--- src/rtl/commit_unit_multi.sv ---
`default_nettype none
// ============================================================================
// Module  : commit_unit_multi
// Brief   : In-order multi-lane retire stage between ROB head and regfile.
//           Handles store commit handshakes, mispredict flushes and counts
//           retired instructions.
// Revision: 1.0  initial release
// ============================================================================
module commit_unit_multi #(
  parameter  int DATA_W    = 16,
  parameter  int TAG_W     = 3,
  parameter  int W         = 2,
  parameter  int FLUSH_CYC = 2,
  parameter  int CNT_W     = 32,
  localparam int K_W       = $clog2(W + 1)
) (
  input  logic                         clk,
  input  logic                         rst,
  input  logic [W-1:0]                 rob_valid,
  input  logic [W-1:0][3:0]            rob_opcode,
  input  logic [W-1:0][2:0]            rob_dest,
  input  logic [W-1:0]                 rob_has_dest,
  input  logic [W-1:0][DATA_W-1:0]     rob_value,
  input  logic [W-1:0][TAG_W-1:0]      rob_tag,
  input  logic [W-1:0]                 rob_mispredict,
  input  logic [W-1:0][15:0]           rob_target,
  output logic [K_W-1:0]               rob_retire,
  output logic [W-1:0]                 rf_we,
  output logic [W-1:0][2:0]            rf_dest,
  output logic [W-1:0][DATA_W-1:0]     rf_value,
  output logic [W-1:0][TAG_W-1:0]      rf_tag,
  output logic                         st_req,
  input  logic                         st_ack,
  output logic                         flush_out,
  output logic [15:0]                  flush_pc,
  output logic [CNT_W-1:0]             retired_cnt
);

  localparam int FC_W = (FLUSH_CYC > 1) ? $clog2(FLUSH_CYC) : 1;

  localparam logic [1:0] RUN     = 2'd0;
  localparam logic [1:0] ST_WAIT = 2'd1;
  localparam logic [1:0] FLUSH   = 2'd2;

  localparam logic [3:0] OP_STB = 4'b0011;
  localparam logic [3:0] OP_ST  = 4'b0111;
  localparam logic [3:0] OP_STI = 4'b1011;

  logic [1:0]      r_state;
  logic [FC_W-1:0] r_flush_cnt;

  logic [K_W-1:0]  w_k;
  logic [W-1:0]    w_mask;
  logic            w_stop;
  logic            w_st_head;
  logic            w_mp;
  logic [15:0]     w_mp_pc;

  function automatic logic is_store(input logic [3:0] op);
    return (op == OP_ST) || (op == OP_STB) || (op == OP_STI);
  endfunction

  // Longest committable prefix: stops at a hole, at any store (a head store
  // goes through the memory handshake instead), or just after a mispredict.
  always_comb begin
    w_k       = '0;
    w_mask    = '0;
    w_stop    = 1'b0;
    w_st_head = 1'b0;
    w_mp      = 1'b0;
    w_mp_pc   = '0;
    for (int i = 0; i < W; i++) begin
      if (!w_stop) begin
        if (!rob_valid[i]) begin
          w_stop = 1'b1;
        end else if (is_store(rob_opcode[i])) begin
          w_stop    = 1'b1;
          w_st_head = (i == 0);
        end else begin
          w_mask[i] = 1'b1;
          w_k       = w_k + K_W'(1);
          if (rob_mispredict[i]) begin
            w_mp    = 1'b1;
            w_mp_pc = rob_target[i];
            w_stop  = 1'b1;
          end
        end
      end
    end
  end

  always_comb begin
    rob_retire = '0;
    case (r_state)
      RUN:     rob_retire = w_k;
      ST_WAIT: if (st_ack) rob_retire = K_W'(1);
      default: rob_retire = '0;
    endcase
  end

  always_ff @(posedge clk or posedge rst) begin
    if (rst) begin
      r_state     <= RUN;
      r_flush_cnt <= '0;
      rf_we       <= '0;
      rf_dest     <= '0;
      rf_value    <= '0;
      rf_tag      <= '0;
      st_req      <= 1'b0;
      flush_out   <= 1'b0;
      flush_pc    <= '0;
      retired_cnt <= '0;
    end else begin
      retired_cnt <= retired_cnt + CNT_W'(rob_retire);
      rf_we       <= '0;
      case (r_state)
        RUN: begin
          rf_we    <= w_mask & rob_has_dest;
          rf_dest  <= rob_dest;
          rf_value <= rob_value;
          rf_tag   <= rob_tag;
          if (w_mp) begin
            flush_out   <= 1'b1;
            flush_pc    <= w_mp_pc;
            r_flush_cnt <= FC_W'(FLUSH_CYC - 1);
            r_state     <= FLUSH;
          end else if (w_st_head) begin
            st_req  <= 1'b1;
            r_state <= ST_WAIT;
          end
        end
        ST_WAIT: begin
          if (st_ack) begin
            st_req  <= 1'b0;
            r_state <= RUN;
          end
        end
        FLUSH: begin
          if (r_flush_cnt == '0) begin
            flush_out <= 1'b0;
            r_state   <= RUN;
          end else begin
            r_flush_cnt <= r_flush_cnt - FC_W'(1);
          end
        end
        default: r_state <= RUN;
      endcase
    end
  end

endmodule
`default_nettype wire

--- config.mk ---
export PLATFORM = sky130hd
export DESIGN_NAME = commit_unit_multi
export DESIGN_NICKNAME = d
export VERILOG_FILES = /design/src/rtl/commit_unit_multi.sv
export SDC_FILE = /design/constraint.sdc
export NUM_CORES = 1
export LEC_CHECK = 0
export ABC_AREA = 1
export BUFFER_PORTS_ARGS = -buffer_cell sky130_fd_sc_hd__buf_2
export CAP_MARGIN = 0
export CORE_MARGIN = 2
export CORE_UTILIZATION = 43
export DETAILED_ROUTE_END_ITERATION = 6
export PLACE_DENSITY_LB_ADDON = 0.05
export SLEW_MARGIN = 20
export SYNTH_ARGS = -nofsm -noshare
export SYNTH_HDL_FRONTEND = slang
export SYNTH_SLANG_ARGS = --single-unit
--- constraint.sdc ---
create_clock -name clk -period 3.5 [get_ports clk]
set_input_delay 0.525 -clock clk [delete_from_list [all_inputs] [get_ports clk]]
set_output_delay 0.525 -clock clk [all_outputs]
set_load 0.005 [all_outputs]
==> summary by stage, run 1 <==
Floorplanning
In this run the core area contains 37 standard-cell rows. The floorplan step set the die height to 107 µm. The die covers 0.0116 mm².

The core box area is 0.0104 mm². The initial utilization of the core area, before any placement, comes to 44.4%. The chip width is 107 µm. 191 I/O pins were placed.

STA
The total negative slack is 0 ns. The count of final setup violators is 0. The max-slew headroom at the worst pin is 45.0%. The final hold violation count is 0. Setup repair after global routing left no endpoint under its margin. The max-slew violation total from the final report was 0. For the pin with the worst max-slew slack, the measured transition is 0.823 ns. On the final layout, the worst hold slack is 0.224 ns. Subtracting the final worst setup slack from the clock period gives 2.79 ns.

The upper clock frequency limit is 358 MHz. The worst-case clock skew is 0.0104 ns. The final critical path takes up 79.7% of the cycle.

Cells and area
The area used by sequential logic in the layout is 0.00248 mm². The number of fillers in the final layout is 1010. The top cell types in the final layout, fill and taps aside, are 308 x nand2_1, 190 x buf_2, 99 x dfrtp_1. Once layout is complete, the utilization of the core stands at 56.8%. Leaving out fill and tap cells, the most frequent cell in the layout is nand2_1.

The growth of design area from synthesis to finish is 28.0%. The area of the multi-input gates is 0.00194 mm². The post-route netlist has 30.2% of its cells at a drive strength greater than 1. For this run, the post-layout net count is 854.

0 antenna diodes ended up in the layout.

Yosys
Counting flops and latches in the post-synthesis netlist gives 99. The net count after synthesis is 663. In this run the mean area of a mapped cell was 8.14 µm². The distinct cell type count after synthesis is 28. The async set or reset register ratio after synthesis is 100%. The post-synthesis sequential area ratio is 53.8%. The count of synthesis-stage warnings from yosys is 0. The number of enable flip-flop cells after synthesis is 0.

The summed instance area of the synthesized netlist is 0.00460 mm². The most common flop cell mapped by yosys is dfrtp_1. The count of mapped cells out of synthesis is 566.

Worst setup path
Data on the critical path is required at its endpoint by 3.75 ns. STA classifies the critical path endpoint as a register. The length in cells of the worst reg-to-reg path is 12. The critical path class is in -> reg. STA classifies the critical path startpoint as an input pin.

STA puts the critical path data arrival time at 3.04 ns. The largest driver fanout on the critical path is 4.

Clock network
The buffer count from post-CTS setup fixing is 0. No sink is reached through more buffers than the 2 on the longest clock path. The clock transition at the register clock pins on the worst setup and hold paths after CTS is 0.10 ns.

CTS placed an instance of clkbuf_8 at the clock tree root. The level count of the clock H-tree is 3. The clock net in this run drives a total of 99 sinks. The number of clock buffers added by TritonCTS is 9. The CTS tree is done.

The number of buffers inserted by hold repair at cts is 0. For the worst-skew pair, the clock arrives at the later sink with an insertion delay of 0.36 ns. The total of cells resized after clock tree synthesis is 0.

Place
Port buffering added 190 buffers. The final estimated routing congestion in global placement is 0.894. The placed wire-length estimate after detailed placement is 8940 µm.

Drt
The total number of vias is 4232. The routed wire length per instance is 13.1 µm. The final wirelength is 11800 µm. Using the TritonRoute via totals, the vias-per-cell ratio works out to 4.71. The number of violations reported at the end of detailed-routing iteration 0 is 214. For this run, design rule violations remaining after detail routing come to 0. For this run, the detailed router's first-pass iteration total came to 4.

The post-route antenna net violation count is 0.

Job
The max-cap check violation count is 0.

Outcome
The run finished with clean final reports.

Global routing
Summed over all layers, the global routing overflow is 0. Global routing consumed, over all layers together, 20.7% of the routing resources. The first-pass GRT wire length is 19100 µm. The largest net degree at the start of global routing is 48. The number of global-route vias before repair was 4092. The initial antenna violation count is 0.

Pwr
Summed over all cells, the static leakage comes to 3.40 nW. VDD sags by at most 0.000335 V. In this run the power density over the cells is 654 mW/mm².

Worst hold path
In this run the worst hold path is classified as in -> async.
-- cell usage after synthesis, types with 4 or more instances --
| master | count | area (µm²) |
|---|---|---|
| buf_2 | 4 | 20.0 |
| clkbuf_1 | 5 | 18.8 |
| dfrtp_1 | 99 | 2480 |
| inv_1 | 26 | 97.6 |
| inv_2 | 5 | 18.8 |
| nand2_1 | 308 | 1160 |
| nand3_1 | 13 | 65.1 |
| nor2_1 | 38 | 143 |
| nor3_1 | 8 | 40.0 |
| xnor2_1 | 7 | 61.3 |
| xor2_1 | 17 | 149 |
-- worst max-delay path, stage by stage --
cell	delay [ns]
buf_2	0.09
nand2_1	0.08
nand2_2	0.09
nand2_2	0.12
inv_1	0.09
ha_1	0.28
nor2_1	0.04
o21ai_0	0.20
ha_1	0.21
inv_1	0.06
fa_1	0.44
nor2_2	0.25
inv_2	0.09
nor3_2	0.25
nand2_1	0.10
nand2_1	0.06
nand2_1	0.05
-- metrics by stage --
stage          total power, W  setup slack (ns)  cell area (µm²)  std cells
2_1_floorplan         0.00249             0.385             4600        566
3_3_place_gp          0.00306             0.413             5680        882
3_5_place_dp          0.00312             0.338             5680        882
4_1_cts               0.00391             0.715             5890        898
5_1_grt               0.00418             0.452             5890        898
6_report              0.00386             0.710             5890        898
-- worst paths after layout --
path | start | endpoint | slack (ns)
setup reg to reg | r_state[0] | retired_cnt[30] | 1.00
hold reg to reg | rf_value[21] | rf_value[21] | 0.47
setup / recovery | rob_opcode[2] | retired_cnt[30] | 0.71
max in group asynchronous | rst | rf_tag[2] | 2.50
min in group clk | rob_value[18] | rf_value[18] | 0.36
hold / removal | rst | rf_value[17] | 0.22
-- state kept, by name, summed over array words and instances (netlist names) --
name	flops
retired_cnt	32
rf_value	32
flush_pc	16
rf_dest	6
rf_tag	6
r_state	2
rf_we	2
flush_out	1
r_flush_cnt	1
st_req	1
-- area by class of cell --
| cell class | instances | area share, % |
|---|---|---|
| clock buffers | 10 | 2.17 |
| clock inverters | 6 | 1.49 |
| inverters | 31 | 2.02 |
| multi-input cells | 423 | 32.9 |
| flip-flops and latches | 99 | 42.0 |
| well taps | 136 | 2.89 |
| repair buffers | 193 | 16.5 |
-- logic make-up (layout without fill, tap and decap cells) --
kind of cell / after synthesis / in the layout / share of synthesized area (%)
AO/OA/AOI/OAI: 5 / 5 / 0.788
XOR/XNOR: 24 / 24 / 4.57
adder cells (fa/ha/maj): 4 / 4 / 1.25
buffers and inverters: 44 / 240 / 4.18
flip-flops: 99 / 99 / 53.8
AND/OR/NAND/NOR: 390 / 390 / 35.4
-- power by group --
part	switching, W	leakage (nW)	internal, W
Sequential	0.000223	1.26	0.00152
Combinational	0.000789	2.03	0.000529
Clock	0.000389	0.111	0.000405
Total	0.00140	3.40	0.00246
-- per-layer routing --
metal	vias up	track usage (%)	routed length (µm)
li1	2099	-	-
met2	139	33.8	5510
met5	-	0	0
met4	0	6.87	158
met3	15	3.69	754
met1	1979	28.0	5370
Note: power is estimated with default switching activity, not from simulation.
==> run 2, diff against run 1 <==
==> constraint.sdc (replaced) <==
create_clock -name clk -period 2.85 [get_ports clk]
set_input_delay 0.4275 -clock clk [delete_from_list [all_inputs] [get_ports clk]]
set_output_delay 0.4275 -clock clk [all_outputs]
set_load 0.005 [all_outputs]
==> run 2 against run 1 <==
  * Via count shrank 1.4%
  * Critical path depth is the same
  * Worst setup slack lost 0.36 ns
  * Wire length shrank 1.1%
  * Combinational power grew 23%
  * Core utilization grew 0.11 points
  * Power grew 20%
  * Die area is the same
  * Largest cell class unchanged
  * Sequential cell count is the same
  * Sequential share of layout area shrank 0.080 points
  * Non-clock buffer count grew 6
  * Final cell count grew 0.45%
==> summary by stage, run 2 (same netlist as run 1, synthesis figures left out) <==
Pwr
The cell-internal power is 0.00293 W. The net switching power is 0.00170 W. The clock network accounts for 18.8% of the total power.

The switching fraction of total power is 36.8%. The worst-case IR drop observed on VDD is 0.000313 V. Per report_power, the combinational group accounts for 35.2% of the total. Registers are responsible for 46.0% of the overall power. The design draws 0.00463 W.

Dividing total power by cell area gives a power density of 784 mW/mm². Summed over all cells, the static leakage comes to 3.41 nW.

Worst setup path
The kind of capture point of the worst setup path is a register. For the worst setup path, the data arrival time is 2.76 ns. The destination of the worst register-to-register timing path is retired_cnt[30]. For the worst setup path, the data required time is 3.11 ns. The slack of the worst reg-to-reg path is 0.41 ns.

The critical path class is in -> reg. The origin of the critical flop-to-flop path is r_state[0]. The largest driver fanout on the critical path is 4. The worst setup path endpoint is retired_cnt[30]. The critical path starts at rob_opcode[2]. The worst setup path is launched from an input pin. The length in cells of the worst reg-to-reg path is 12.

Drt
The routed wire length per instance is 12.9 µm. Summed over all layers, the routed wires come to 11700 µm. The post-route antenna net violation count is 0.

The number of violations reported at the end of detailed-routing iteration 0 is 222. The post-detailed-route via-to-cell ratio is 4.63. After detailed routing, the number of remaining DRC violations is 0.

The length of the first detailed-routing pass in iterations is 4. The routed layout has 4174 vias.

Floorplanning
Row generation in the floorplan step produced 37 rows. In this run the standard cell core region covers 0.0104 mm². From bottom edge to top edge, the die measures 107 µm. The count of boundary I/O pins is 191.

The initial utilization of the core area, before any placement, comes to 44.4%. The chip width is 107 µm. The floorplan step defined a die boundary enclosing 0.0116 mm².

Cells and area
Leaving out fill and tap cells, the most frequent cell in the layout is nand2_1. The library cells used most frequently in the layout, excluding fill and tap cells, are 308 x nand2_1, 190 x buf_2, 99 x dfrtp_1. The number of nets in the layout is 860. In the final layout, the registers with the most flip-flops are retired_cnt x32, rf_value x32, flush_pc x16. The post-route netlist has 30.7% of its cells at a drive strength greater than 1. From synthesis to final layout, the design area changed by 28.3%. The number of antenna diodes in the final layout is 0.

Outcome
The flow ran to the end, and the final reports show no timing, DRC or antenna violations.

Clock network
The insertion delay to the later sink of the worst-skew pair is 0.36 ns. In this run, CTS created clock tree buffers numbering 9. Once the clock tree was built, the setup fixing pass inserted 0 buffers. Buffers inserted to repair hold after CTS numbered 0. The level count of the clock H-tree is 3.

The root buffer cell is clkbuf_8. The CTS tree is done. After clock tree synthesis, the clock-pin slew on the worst setup and hold paths is 0.09 ns. The number of clock sinks seen by CTS is 99. The maximum buffer depth of the clock tree is 2. Gates resized during post-CTS repair numbered 0.

Global routing
Entering global routing, the biggest net connects 62 pins. Global routing used 21.0% of the available tracks. The number of global-route vias before repair was 3929. The first-pass GRT wire length is 19000 µm. The initial antenna violation count came to 0. The overall overflow remaining after global route is 0.

STA
Setup repair after global routing left no endpoint under its margin. The final hold violation count is 0. The count of final setup violators is 0. The max-slew violation total from the final report is 0. The shortest period the worst path allows is 2.50 ns. Across all hold checks on the routed design, the worst slack comes to 0.203 ns. The worst path setup slack after routing is 0.351 ns. The upper clock frequency limit is 400 MHz.

The worst-margin pin slew is 0.833 ns. In the finished design, the share of the clock period the worst path needs comes to 87.7%. The max-slew headroom at the worst pin is 44.4%.

The worst-case clock skew is 0.00950 ns.

Place
The pre-CTS setup slack is -0.0326 ns. The placed wire-length estimate after detailed placement is 8730 µm. The final estimated routing congestion in global placement is 0.939. In this run the tool buffered the top-level ports with 190 buffer cells.

Job
Across the run, the number of max-cap violations was 0.

Worst hold path
The worst hold path belongs to the class in -> async.
## run 2: cell types whose count changed in the layout (fill, tap and decap cells not counted), sizes merged
cell and delta:
clkinvlp +2, inv -2, bufinv -1, buf +6, clkbuf -1
## run 2: how the worst min path moves through the flow
stage | from | endpoint | slack [ns] | cells after the start
global placement | rf_value[23] | rf_value[23] | 0.45 | 2
CTS | rst | rf_value[5] | 0.20 | 3
finish | rst | rf_dest[1] | 0.20 | 3
global route | rst | rf_dest[1] | 0.23 | 3
floorplan | st_req | st_req | 0.46 | 2
detailed placement | rf_value[22] | rf_value[22] | 0.45 | 2
## run 2: power groups by stage
| stage | Sequential [W] | Combinational, W | Clock [W] |
|---|---|---|---|
| after floorplan | 0.00219 | 0.000866 | 0 |
| after global placement | 0.00214 | 0.00163 | 0 |
| after detailed placement | 0.00216 | 0.00167 | 0 |
| after CTS | 0.00213 | 0.00167 | 0.000893 |
| after global routing | 0.00219 | 0.00188 | 0.000957 |
| final | 0.00213 | 0.00163 | 0.000871 |
## run 2: critical path: stages
cell,delay (ns)
buf_2,0.09
nand2_1,0.09
nand2_2,0.07
nand2_2,0.06
inv_1,0.06
ha_1,0.27
nor2_1,0.04
o21ai_0,0.20
ha_1,0.22
inv_1,0.06
fa_1,0.40
nor2_2,0.19
inv_2,0.08
nor3_2,0.29
nand2_1,0.10
nand2_1,0.07
nand2_1,0.04
## run 2: layout make-up
class                      count  area, µm²
inverter                      31        120
fill                        1000       4460
multi-input combinational    423       1940
timing repair buffer         199       1020
tap                          136        170
clock buffer                   9        124
clock inverter                 5       56.3
sequential                    99       2480
## run 2: through the flow
step	setup TNS [ns]	std cells	util, %	cell area, µm²
floorplan	0	566	-	4610
global placement	0	888	55.2	5730
detailed placement	-0.0326	888	55.2	5730
CTS	0	902	56.9	5910
global route	0	902	56.9	5910
finish	0	902	56.9	5910
## run 2: layer usage
| layer | GRT usage [%] | wire (µm) | part of all wire (%) |
|---|---|---|---|
| met5 | 0 | 0 | 0 |
| met4 | 9.07 | 216 | 1.9 |
| met2 | 32.5 | 5310 | 46 |
| met1 | 29.0 | 5290 | 45 |
| met3 | 3.81 | 850 | 7.3 |
